$ cat config.mk
export PLATFORM = sky130hd
export DESIGN_NAME = psr_cond_unit_flat
export DESIGN_NICKNAME = d
export VERILOG_FILES = /design/src/rtl/psr_cond_unit_pkg.sv /design/src/rtl/psr_cond_unit_if.sv /design/src/rtl/psr_cond_unit_cond_eval.sv /design/src/rtl/psr_cond_unit.sv /design/src/flat_wrapper.sv
export SDC_FILE = /design/constraint.sdc
export NUM_CORES = 1
export LEC_CHECK = 0
export CORE_MARGIN = 2
export CORE_UTILIZATION = 30
export DETAILED_ROUTE_END_ITERATION = 10
export DONT_BUFFER_PORTS = 1
export GPL_TIMING_DRIVEN = 1
export PLACE_DENSITY = 0.47
export SLEW_MARGIN = 10
export SYNTH_ARGS = -nofsm -noshare
export SYNTH_HDL_FRONTEND = slang
export SYNTH_HIERARCHICAL = 1
export SYNTH_SLANG_ARGS = --single-unit
$ cat constraint.sdc
create_clock -name clk -period 3.1 [get_ports clk]
set_input_delay 0.155 -clock clk [delete_from_list [all_inputs] [get_ports clk]]
set_output_delay 0.155 -clock clk [all_outputs]
set_load 0.005 [all_outputs]
$ cat src/rtl/psr_cond_unit_pkg.sv
// PSR bit positions, implemented-bit mask and condition-code encodings
// shared by the PSR stage and the Scond writeback path.
package psr_pkg;
    localparam int PSR_C = 0;
    localparam int PSR_L = 2;
    localparam int PSR_F = 5;
    localparam int PSR_Z = 6;
    localparam int PSR_N = 7;
    localparam int PSR_E = 9;

    localparam logic [15:0] PSR_IMPL_MASK = 16'h02E5;

    localparam logic [3:0] COND_EQ = 4'h0;
    localparam logic [3:0] COND_NE = 4'h1;
    localparam logic [3:0] COND_CS = 4'h2;
    localparam logic [3:0] COND_CC = 4'h3;
    localparam logic [3:0] COND_HI = 4'h4;
    localparam logic [3:0] COND_LS = 4'h5;
    localparam logic [3:0] COND_GT = 4'h6;
    localparam logic [3:0] COND_LE = 4'h7;
    localparam logic [3:0] COND_FS = 4'h8;
    localparam logic [3:0] COND_FC = 4'h9;
    localparam logic [3:0] COND_LO = 4'hA;
    localparam logic [3:0] COND_HS = 4'hB;
    localparam logic [3:0] COND_LT = 4'hC;
    localparam logic [3:0] COND_GE = 4'hD;
    localparam logic [3:0] COND_UC = 4'hE;
    localparam logic [3:0] COND_NV = 4'hF;
endpackage

$ cat src/rtl/psr_cond_unit_if.sv
// Controller <-> PSR stage signal bundle; master is the controller/ALU side,
// slave is the PSR stage.
interface psr_cond_unit_if #(parameter int WIDTH = 16);
    logic             alu_c, alu_l, alu_f, alu_z, alu_n;
    logic [4:0]       flag_we;
    logic             psr_we;
    logic [WIDTH-1:0] psr_wdata;
    logic [WIDTH-1:0] psr_q;
    logic [3:0]       cond;
    logic             cond_eval;
    logic             take;
    logic             take_valid;
    logic             irq_enter;
    logic             irq_exit;
    logic             shadow_ovf;

    modport master (
        output alu_c, alu_l, alu_f, alu_z, alu_n, flag_we, psr_we, psr_wdata,
               cond, cond_eval, irq_enter, irq_exit,
        input  psr_q, take, take_valid, shadow_ovf
    );

    modport slave (
        input  alu_c, alu_l, alu_f, alu_z, alu_n, flag_we, psr_we, psr_wdata,
               cond, cond_eval, irq_enter, irq_exit,
        output psr_q, take, take_valid, shadow_ovf
    );
endinterface

$ cat src/rtl/psr_cond_unit_cond_eval.sv
// Combinational 4-bit condition-code evaluator over the C/L/F/Z/N flags.
module cond_eval_logic
    import psr_pkg::*;
(
    input  logic [3:0] cond,
    input  logic       c,
    input  logic       l,
    input  logic       f,
    input  logic       z,
    input  logic       n,
    output logic       result
);
    always_comb begin
        result = 1'b0;
        case (cond)
            COND_EQ: result = z;
            COND_NE: result = ~z;
            COND_CS: result = c;
            COND_CC: result = ~c;
            COND_HI: result = l;
            COND_LS: result = ~l;
            COND_GT: result = n;
            COND_LE: result = ~n;
            COND_FS: result = f;
            COND_FC: result = ~f;
            COND_LO: result = ~l & ~z;
            COND_HS: result = l | z;
            COND_LT: result = ~n & ~z;
            COND_GE: result = n | z;
            COND_UC: result = 1'b1;
            COND_NV: result = 1'b0;
            default: result = 1'b0;
        endcase
    end
endmodule

$ cat src/rtl/psr_cond_unit.sv
// PSR stage: masked flag capture, LPR writes, one-deep interrupt shadow and
// registered condition evaluation. Optional PSR_FLAG_BYPASS_EN evaluates on next-state flags.
module psr_cond_unit
    import psr_pkg::*;
#(
    parameter int WIDTH = 16
) (
    input  logic              clk,
    input  logic              reset,
    psr_cond_unit_if.slave    bus
);
    localparam logic [WIDTH-1:0] IMPL_MASK = WIDTH'(PSR_IMPL_MASK);

    logic [WIDTH-1:0] psr_r, shadow_r, psr_pre, psr_nxt, flag_src;
    logic             shadow_valid, ovf_r, take_r, take_valid_r, cond_res;
    logic             exit_ok;

    assign exit_ok = bus.irq_exit & ~bus.irq_enter;

    always_comb begin
        psr_pre = psr_r;
        if (bus.psr_we) begin
            psr_pre = bus.psr_wdata & IMPL_MASK;
        end else if (exit_ok) begin
            psr_pre = shadow_r;
        end else begin
            if (bus.flag_we[0]) psr_pre[PSR_C] = bus.alu_c;
            if (bus.flag_we[1]) psr_pre[PSR_L] = bus.alu_l;
            if (bus.flag_we[2]) psr_pre[PSR_F] = bus.alu_f;
            if (bus.flag_we[3]) psr_pre[PSR_Z] = bus.alu_z;
            if (bus.flag_we[4]) psr_pre[PSR_N] = bus.alu_n;
        end
        psr_nxt = psr_pre;
        if (bus.irq_enter) psr_nxt[PSR_E] = 1'b0;
    end

`ifdef PSR_FLAG_BYPASS_EN
    assign flag_src = psr_pre;
`else
    assign flag_src = psr_r;
`endif

    cond_eval_logic u_cond (
        .cond   (bus.cond),
        .c      (flag_src[PSR_C]),
        .l      (flag_src[PSR_L]),
        .f      (flag_src[PSR_F]),
        .z      (flag_src[PSR_Z]),
        .n      (flag_src[PSR_N]),
        .result (cond_res)
    );

    always_ff @(posedge clk or posedge reset) begin
        if (reset) begin
            psr_r        <= '0;
            shadow_r     <= '0;
            shadow_valid <= 1'b0;
            ovf_r        <= 1'b0;
            take_r       <= 1'b0;
            take_valid_r <= 1'b0;
        end else begin
            psr_r        <= psr_nxt;
            take_valid_r <= bus.cond_eval;
            if (bus.cond_eval) take_r <= cond_res;
            // Shadow captures the pre-E-clear value so the same-cycle flag update survives exit.
            if (bus.irq_enter) begin
                shadow_r     <= psr_pre;
                shadow_valid <= 1'b1;
                if (shadow_valid) ovf_r <= 1'b1;
            end else if (exit_ok) begin
                shadow_valid <= 1'b0;
            end
        end
    end

    assign bus.psr_q      = psr_r;
    assign bus.take       = take_r;
    assign bus.take_valid = take_valid_r;
    assign bus.shadow_ovf = ovf_r;
endmodule
$ cat src/flat_wrapper.sv
// flat-port wrapper written by rule: the top's interface ports become plain ports
module psr_cond_unit_flat import psr_pkg::*;
#(
    parameter int WIDTH = 16
)
  (clk, reset, bus_alu_c, bus_alu_l, bus_alu_f, bus_alu_z, bus_alu_n, bus_flag_we, bus_psr_we, bus_psr_wdata, bus_cond, bus_cond_eval, bus_irq_enter, bus_irq_exit, bus_psr_q, bus_take, bus_take_valid, bus_shadow_ovf);
  psr_cond_unit_if #(.WIDTH(WIDTH)) bus_i ();
  input  logic clk;
  input  logic reset;
  input wire logic [$bits(bus_i.alu_c)-1:0] bus_alu_c;
  input wire logic [$bits(bus_i.alu_l)-1:0] bus_alu_l;
  input wire logic [$bits(bus_i.alu_f)-1:0] bus_alu_f;
  input wire logic [$bits(bus_i.alu_z)-1:0] bus_alu_z;
  input wire logic [$bits(bus_i.alu_n)-1:0] bus_alu_n;
  input wire logic [$bits(bus_i.flag_we)-1:0] bus_flag_we;
  input wire logic [$bits(bus_i.psr_we)-1:0] bus_psr_we;
  input wire logic [$bits(bus_i.psr_wdata)-1:0] bus_psr_wdata;
  input wire logic [$bits(bus_i.cond)-1:0] bus_cond;
  input wire logic [$bits(bus_i.cond_eval)-1:0] bus_cond_eval;
  input wire logic [$bits(bus_i.irq_enter)-1:0] bus_irq_enter;
  input wire logic [$bits(bus_i.irq_exit)-1:0] bus_irq_exit;
  output wire logic [$bits(bus_i.psr_q)-1:0] bus_psr_q;
  output wire logic [$bits(bus_i.take)-1:0] bus_take;
  output wire logic [$bits(bus_i.take_valid)-1:0] bus_take_valid;
  output wire logic [$bits(bus_i.shadow_ovf)-1:0] bus_shadow_ovf;
  assign bus_i.alu_c = bus_alu_c;
  assign bus_i.alu_l = bus_alu_l;
  assign bus_i.alu_f = bus_alu_f;
  assign bus_i.alu_z = bus_alu_z;
  assign bus_i.alu_n = bus_alu_n;
  assign bus_i.flag_we = bus_flag_we;
  assign bus_i.psr_we = bus_psr_we;
  assign bus_i.psr_wdata = bus_psr_wdata;
  assign bus_i.cond = bus_cond;
  assign bus_i.cond_eval = bus_cond_eval;
  assign bus_i.irq_enter = bus_irq_enter;
  assign bus_i.irq_exit = bus_irq_exit;
  assign bus_psr_q = bus_i.psr_q;
  assign bus_take = bus_i.take;
  assign bus_take_valid = bus_i.take_valid;
  assign bus_shadow_ovf = bus_i.shadow_ovf;
  psr_cond_unit #(.WIDTH(WIDTH)) u_core (.clk(clk), .reset(reset), .bus(bus_i));
endmodule
# --- After elaboration in Yosys (flattened, before gate mapping) ---
# Cells that the tools add are included.
word_totals:
  in_bits: 36
  reg_bits: 36
  wordCells: 51
  output_inout_bits: 19
classes:
  eq_ne: 15
  reduce_logical: 3
  n_mux: 16
  bitwise: 11
ops:
  columns: ["operator", "n"]
  rows:
  - ["equality test 4 bit (second input constant)", 8]
  - ["equality test 4 x 3 -> 1 bit (second input constant)", 4]
  - ["two-way mux 16 bit", 1]
  - ["case mux 1 bit (16 select lines)", 1]
  - ["two-way mux 1 bit", 11]
  - ["equality test 4 x 2 -> 1 bit (second input constant)", 2]
  - ["two-way mux 8 bit", 1]
  - ["inverter 1 bit", 6]
  - ["equality test 4 x 1 -> 1 bit (second input constant)", 1]
  - ["zero test 4 bit", 1]
  - ["bitwise AND 1 bit", 3]
  - ["two-way mux 3 bit", 1]
  - ["two-way mux 2 bit", 1]
  - ["bitwise OR 1 bit", 2]
  - ["AND reduction 2 bit", 1]
  - ["nonzero test 2 bit", 1]

# --- Longest topological paths before layout ---
depth:
  ltp_word: 5
  mapped_depth: 6
  depth_no_buf: 5

# --- By module ---
# The synthesis kept the hierarchy.
modules_own_cells:
  columns: ["mod", "seq_area_each_um2", "area_per_inst_um2", "instances", "cells_each"]
  rows:
  - ["psr_cond_unit", 900.9, 1570.3, 1, 161]
  - ["cond_eval_logic", 0.0, 183.9, 1, 23]

# --- Least setup slack after synthesis ---
# No wires, ideal clock.
synth_timing:
  path_type: "reg-to-reg"
  from: "reg u_core.psr_r[6], in the netlist u_core/bus.psr_q[6]"
  to: "reg u_core.take_r, in the netlist u_core/bus.take"
  t_required_ns: 2.975
  path_stages_with_launch: 6
  period_less_slack_ns: 1.615
  path_slack_ns: 1.485
  setup_time_ns: 0.125
  t_arrival_ns: 1.490
  path_buffers: 0
  path_cell_list: "dfrtp_1 > nor3b_2 > o31ai_1 > a211o_1 > a221o_1 > mux2_2"
synth_via:
  elab_chain_cells: 3
  elab_cells_between_ends: 6
  classes_between: "mux (1); bitwise (5)"
synth_rtl:
  columns: ["element", "line", "text"]
  rows:
  - ["start: declaration", "psr_cond_unit.sv:14", "logic [WIDTH-1:0] psr_r, shadow_r, psr_pre, psr_nxt, flag_src;"]
  - ["start signal: assignment", "psr_cond_unit.sv:62", "psr_r <= psr_nxt;"]
  - ["inverter 1 bit", "psr_cond_unit_cond_eval.sv:17, psr_cond_unit_cond_eval.sv:26, psr_cond_unit_cond_eval.sv:28", null]
  - ["bitwise AND 1 bit, on equally long branches", "psr_cond_unit_cond_eval.sv:28, psr_cond_unit_cond_eval.sv:26", null]
  - ["case mux 1 bit (16 select lines) *", "psr_cond_unit_cond_eval.sv:15", "case (cond)"]
  - ["named net u_core.cond_res", "psr_cond_unit.sv:15", "logic shadow_valid, ovf_r, take_r, take_valid_r, cond_res;"]
  - ["end signal: assignment", "psr_cond_unit.sv:64", "if (bus.cond_eval) take_r <= cond_res;"]
  - ["end: declaration", "psr_cond_unit.sv:15", null]
# The timed path passes the listed nets; every way through them passes the cells marked *.
# A chain may end at the register's enable or synchronous reset.

# --- Final worst setup path ---
# Same ends and word-level chain as after synthesis.

==> parameters.txt <==
Parameter                              Value

Power
  Leakage dissipation ... between 0.0008 and 0.0009 uW
  Power density over the cells ... ~530 nW/um^2
  Share of total power consumed by net switching ... 0.242
  Internal power of the cells ... roughly 770 uW
  Combinational share of power ... 0.098
  Tot Pwr ... 1020 uW
  Clock network fraction of total power ... 0.403
  Portion of total power attributed to sequential cells ... 0.499
  Switching power of the nets ... ~250 uW
  Maximum VDD drop ... between 0.0002 and 0.00025 V

Synth
  Share of the yosys chip area belonging to registers ... 0.514
  Flip-flop and latch count after synthesis ... 36
  YS warnings ... 6
  Cell count after synthesis ... ~180
  Most instantiated flip-flop cell in the synthesis netlist ... sky130_fd_sc_hd__dfrtp_1
  Fraction of synthesis flops using an asynchronous set or reset pin ... 1.00
  Post-synthesis cell type count ... 33
  Total nets after synthesis ... 220
  Summed instance area of the synthesized netlist ... around 1800 sq um
  Average cell area after synthesis ... ~9.5 sq um
  Post-synth EDFFs ... 0

Worst setup path
  Data arrival time of the critical path ... ~2000 ps
  Critical path fanouts, max ... 8
  Setup slack of the most critical reg-to-reg path ... around 1300 ps
  Worst setup path class ... flop to flop
  Count of cells along the worst register-to-register path ... 5
  Endpoint required time on the critical path ... 3280 ps
  Critical R2R Capture ... u_core/bus.take
  Startpoint of the most critical register-to-register path ... u_core/bus.psr_q[6]
  Critical path launch point type ... flop
  Kind of capture point of the worst setup path ... flop

Clock network
  Number of sinks on the clock net ... 36
  Clock transition at the registers of the reported paths ... about 70 ps
  Worst-Skew Late Latency ... roughly 290 ps
  Total clock buffers created by CTS ... 5
  Clock Tree Root ... sky130_fd_sc_hd__clkbuf_8
  Post-CTS sizing ... 0
  TritonCTS clock tree ... yes
  Buffer depth of the longest clock path ... 2
  Level count of the clock H-tree ... 2

Route
  Detailed Routing Iterations Pass 1 ... 4
  Wire per inst ... around 16 um
  Metal2 WL ... between 2000 and 2500 um
  Residual DRC ... 0
  Via/cell ratio ... 5.10
  Routed WL ... roughly 4200 um
  Iteration-0 DRC count of the detailed router ... 120
  Wire length on met3 ... between 300 and 400 um
  Total via count after detailed routing ... around 1300
  Metal1 wirelength ... around 1800 um
  Highest layer used for signal routing ... met4
  Post-route antenna net violation count ... 0

Finish
  Relative area change from synthesis to final layout ... 10.1%
  FILL cells ... 585
  Layout net count ... between 200 and 250
  Fraction of final layout cells with drive strength greater than 1 ... 0.0856
  Final antenna diode count ... 0

STA
  Max-slew violation total from the final report ... 0
  Fin Setup TNS ... 0 ps
  Highest Clock Rate ... 558 MHz
  Pin slew with the least headroom to its limit ... approximately 790 ps
  Clock Skew ... 5.80 ps
  Share of the clock period used by the worst path after layout ... 0.578
  Setup repair after global routing missed its margin ... no
  Final Hold Vio Count ... 0
  Final period demand of the worst path ... 1790 ps
  Worst slew margin relative to its limit ... 0.470
  Final-report setup violation count ... 0

Global routing
  Total global routing overflow ... 0
  Number of global-route vias before repair ... approximately 1300
  Antenna violations before repair ... 0
  First-pass GRT wire length ... 6750 um
  Pin count of the biggest net entering global routing ... 37
  Overall routing resource usage ... 0.139

Placed design
  HPWL Detailed ... 2780 um
  Routability congestion estimate ... roughly 0.7
  # port buffers ... 0

Hold path
  Hold Path Origin ... bus_psr_we
  Endpoint, Worst Hold ... u_core/bus.psr_q[6]
  Hold path cells ... 1
  Worst min-delay path category ... input port to flop

Floorplanning
  Overall die width ... around 80 um
  Area of the core region ... between 5000 and 6000 sq um
  Placement Rows ... 27
  Chip height ... around 80 um
  Starting density of the core ... 0.315
  Num ports ... 55
  Die Footprint ... between 6000 and 7000 sq um

Job
  Total of max-cap violations ... 0

Status
  Status ... complete, no violations
[cell usage in the layout (no fill, tap or decap), types with 2 or more instances in the layout]
cell and n:
sky130_fd_sc_hd__a21o_1 2, sky130_fd_sc_hd__a21oi_1 13, sky130_fd_sc_hd__a21oi_2 2, sky130_fd_sc_hd__a22o_1 5
sky130_fd_sc_hd__a31oi_1 2, sky130_fd_sc_hd__clkbuf_8 5, sky130_fd_sc_hd__dfrtp_1 36, sky130_fd_sc_hd__dlygate4sd3_1 4
sky130_fd_sc_hd__inv_1 17, sky130_fd_sc_hd__mux2i_1 8, sky130_fd_sc_hd__nand2_1 37, sky130_fd_sc_hd__nand2b_1 7
sky130_fd_sc_hd__nand3_1 5, sky130_fd_sc_hd__nor2b_1 3, sky130_fd_sc_hd__o21ai_0 17, sky130_fd_sc_hd__o21bai_1 5
[cell type report]
type	instances	area, sq um	area share
inverters	17	63.8	0.0330
multi-input cells	121	718	0.372
clock buffers	5	68.8	0.0356
repair buffers	5	47.5	0.0246
flip-flops and latches	36	901	0.466
well taps	72	90.1	0.0466
clock inverters	3	42.5	0.0220
[how the worst max path moves through the flow]
| stage | end | slack [ps] | startpoint | cells after the start |
|---|---|---|---|---|
| after floorplan | u_core/bus.take | 1490 | u_core/bus.psr_q[6] | 5 |
| after global placement | u_core/bus.take | 1390 | u_core/bus.psr_q[6] | 5 |
| after detailed placement | u_core/bus.take | 1340 | u_core/bus.psr_q[6] | 5 |
| after CTS | u_core/bus.take | 1330 | u_core/bus.psr_q[6] | 5 |
| after global routing | u_core/bus.take | 1220 | u_core/bus.psr_q[6] | 5 |
| final | u_core/bus.take | 1310 | u_core/bus.psr_q[6] | 5 |
[what timing repair did]
item / CTS / global route
hold endpoints to repair: 61 / 0
hold buffers: 4 / 0
buffers inserted: 0 / 0
[metrics by stage]
| stage | hold WS [ps] | instances | area (sq um) | utilization | setup WS (ps) |
|---|---|---|---|---|---|
| 3_5_place_dp | 187 | 247 | 1780 | 0.319 | 1340 |
| 4_1_cts | 2.74 | 259 | 1930 | 0.347 | 1330 |
| 2_1_floorplan | 186 | 184 | 1750 | - | 1490 |
| 5_1_grt | 2.36 | 259 | 1930 | 0.347 | 1220 |
| 6_report | 9.22 | 259 | 1930 | 0.347 | 1310 |
| 3_3_place_gp | 177 | 247 | 1780 | 0.319 | 1390 |
[critical path: stages, from the launching register on]
cell	delay (ps)
sky130_fd_sc_hd__dfrtp_1	490
sky130_fd_sc_hd__nor3b_2	250
sky130_fd_sc_hd__o31ai_1	120
sky130_fd_sc_hd__a211o_1	230
sky130_fd_sc_hd__a221o_1	340
sky130_fd_sc_hd__mux2_2	260
[cells in the mapped netlist (2+ instances only)]
master / n / share of area
sky130_fd_sc_hd__nor2b_1: 3 / 0.011
sky130_fd_sc_hd__o21ai_0: 17 / 0.049
sky130_fd_sc_hd__a21o_1: 2 / 0.0086
sky130_fd_sc_hd__nand2b_1: 7 / 0.025
sky130_fd_sc_hd__buf_2: 5 / 0.014
sky130_fd_sc_hd__o21bai_1: 5 / 0.021
sky130_fd_sc_hd__nand3_1: 5 / 0.014
sky130_fd_sc_hd__dfrtp_1: 36 / 0.51
sky130_fd_sc_hd__a21oi_2: 2 / 0.010
sky130_fd_sc_hd__a22o_1: 5 / 0.025
sky130_fd_sc_hd__a31oi_1: 2 / 0.0071
sky130_fd_sc_hd__buf_6: 3 / 0.019
sky130_fd_sc_hd__inv_1: 17 / 0.036
sky130_fd_sc_hd__nand2_1: 37 / 0.079
sky130_fd_sc_hd__mux2i_1: 8 / 0.046
sky130_fd_sc_hd__a21oi_1: 13 / 0.037
[per-layer routing]
layer | vias to the layer above | GRT usage
met5 | - | 0
met2 | 49 | 0.223
met3 | 6 | 0.0483
li1 | 621 | -
met1 | 644 | 0.175
met4 | 0 | 0.0407
[flip-flops by register name, indices dropped and copies added (netlist names)]
register	cells
u_core/bus.psr_q	16
u_core/shadow_r	16
u_core/bus.shadow_ovf	1
u_core/bus.take	1
u_core/bus.take_valid	1
u_core/shadow_valid	1
[power groups by stage]
stage / logic [uW] / registers, uW / clock network [uW]
floorplan: 88.4 / 513 / 0
global placement: 85.9 / 518 / 0
detailed placement: 91.9 / 519 / 0
CTS: 101 / 510 / 427
global route: 113 / 513 / 445
finish: 100 / 510 / 412
[kinds of logic after synthesis]
logic type / share of synthesized area
buffers and inverters: 0.0770
and+or+nand+nor: 0.169
xor gates and xnor gates: 0.00499
muxes: 0.0521
AOI/OAI and AO/OA: 0.183
DFF: 0.514
No activity file was read; power rests on OpenSTA's default activity.
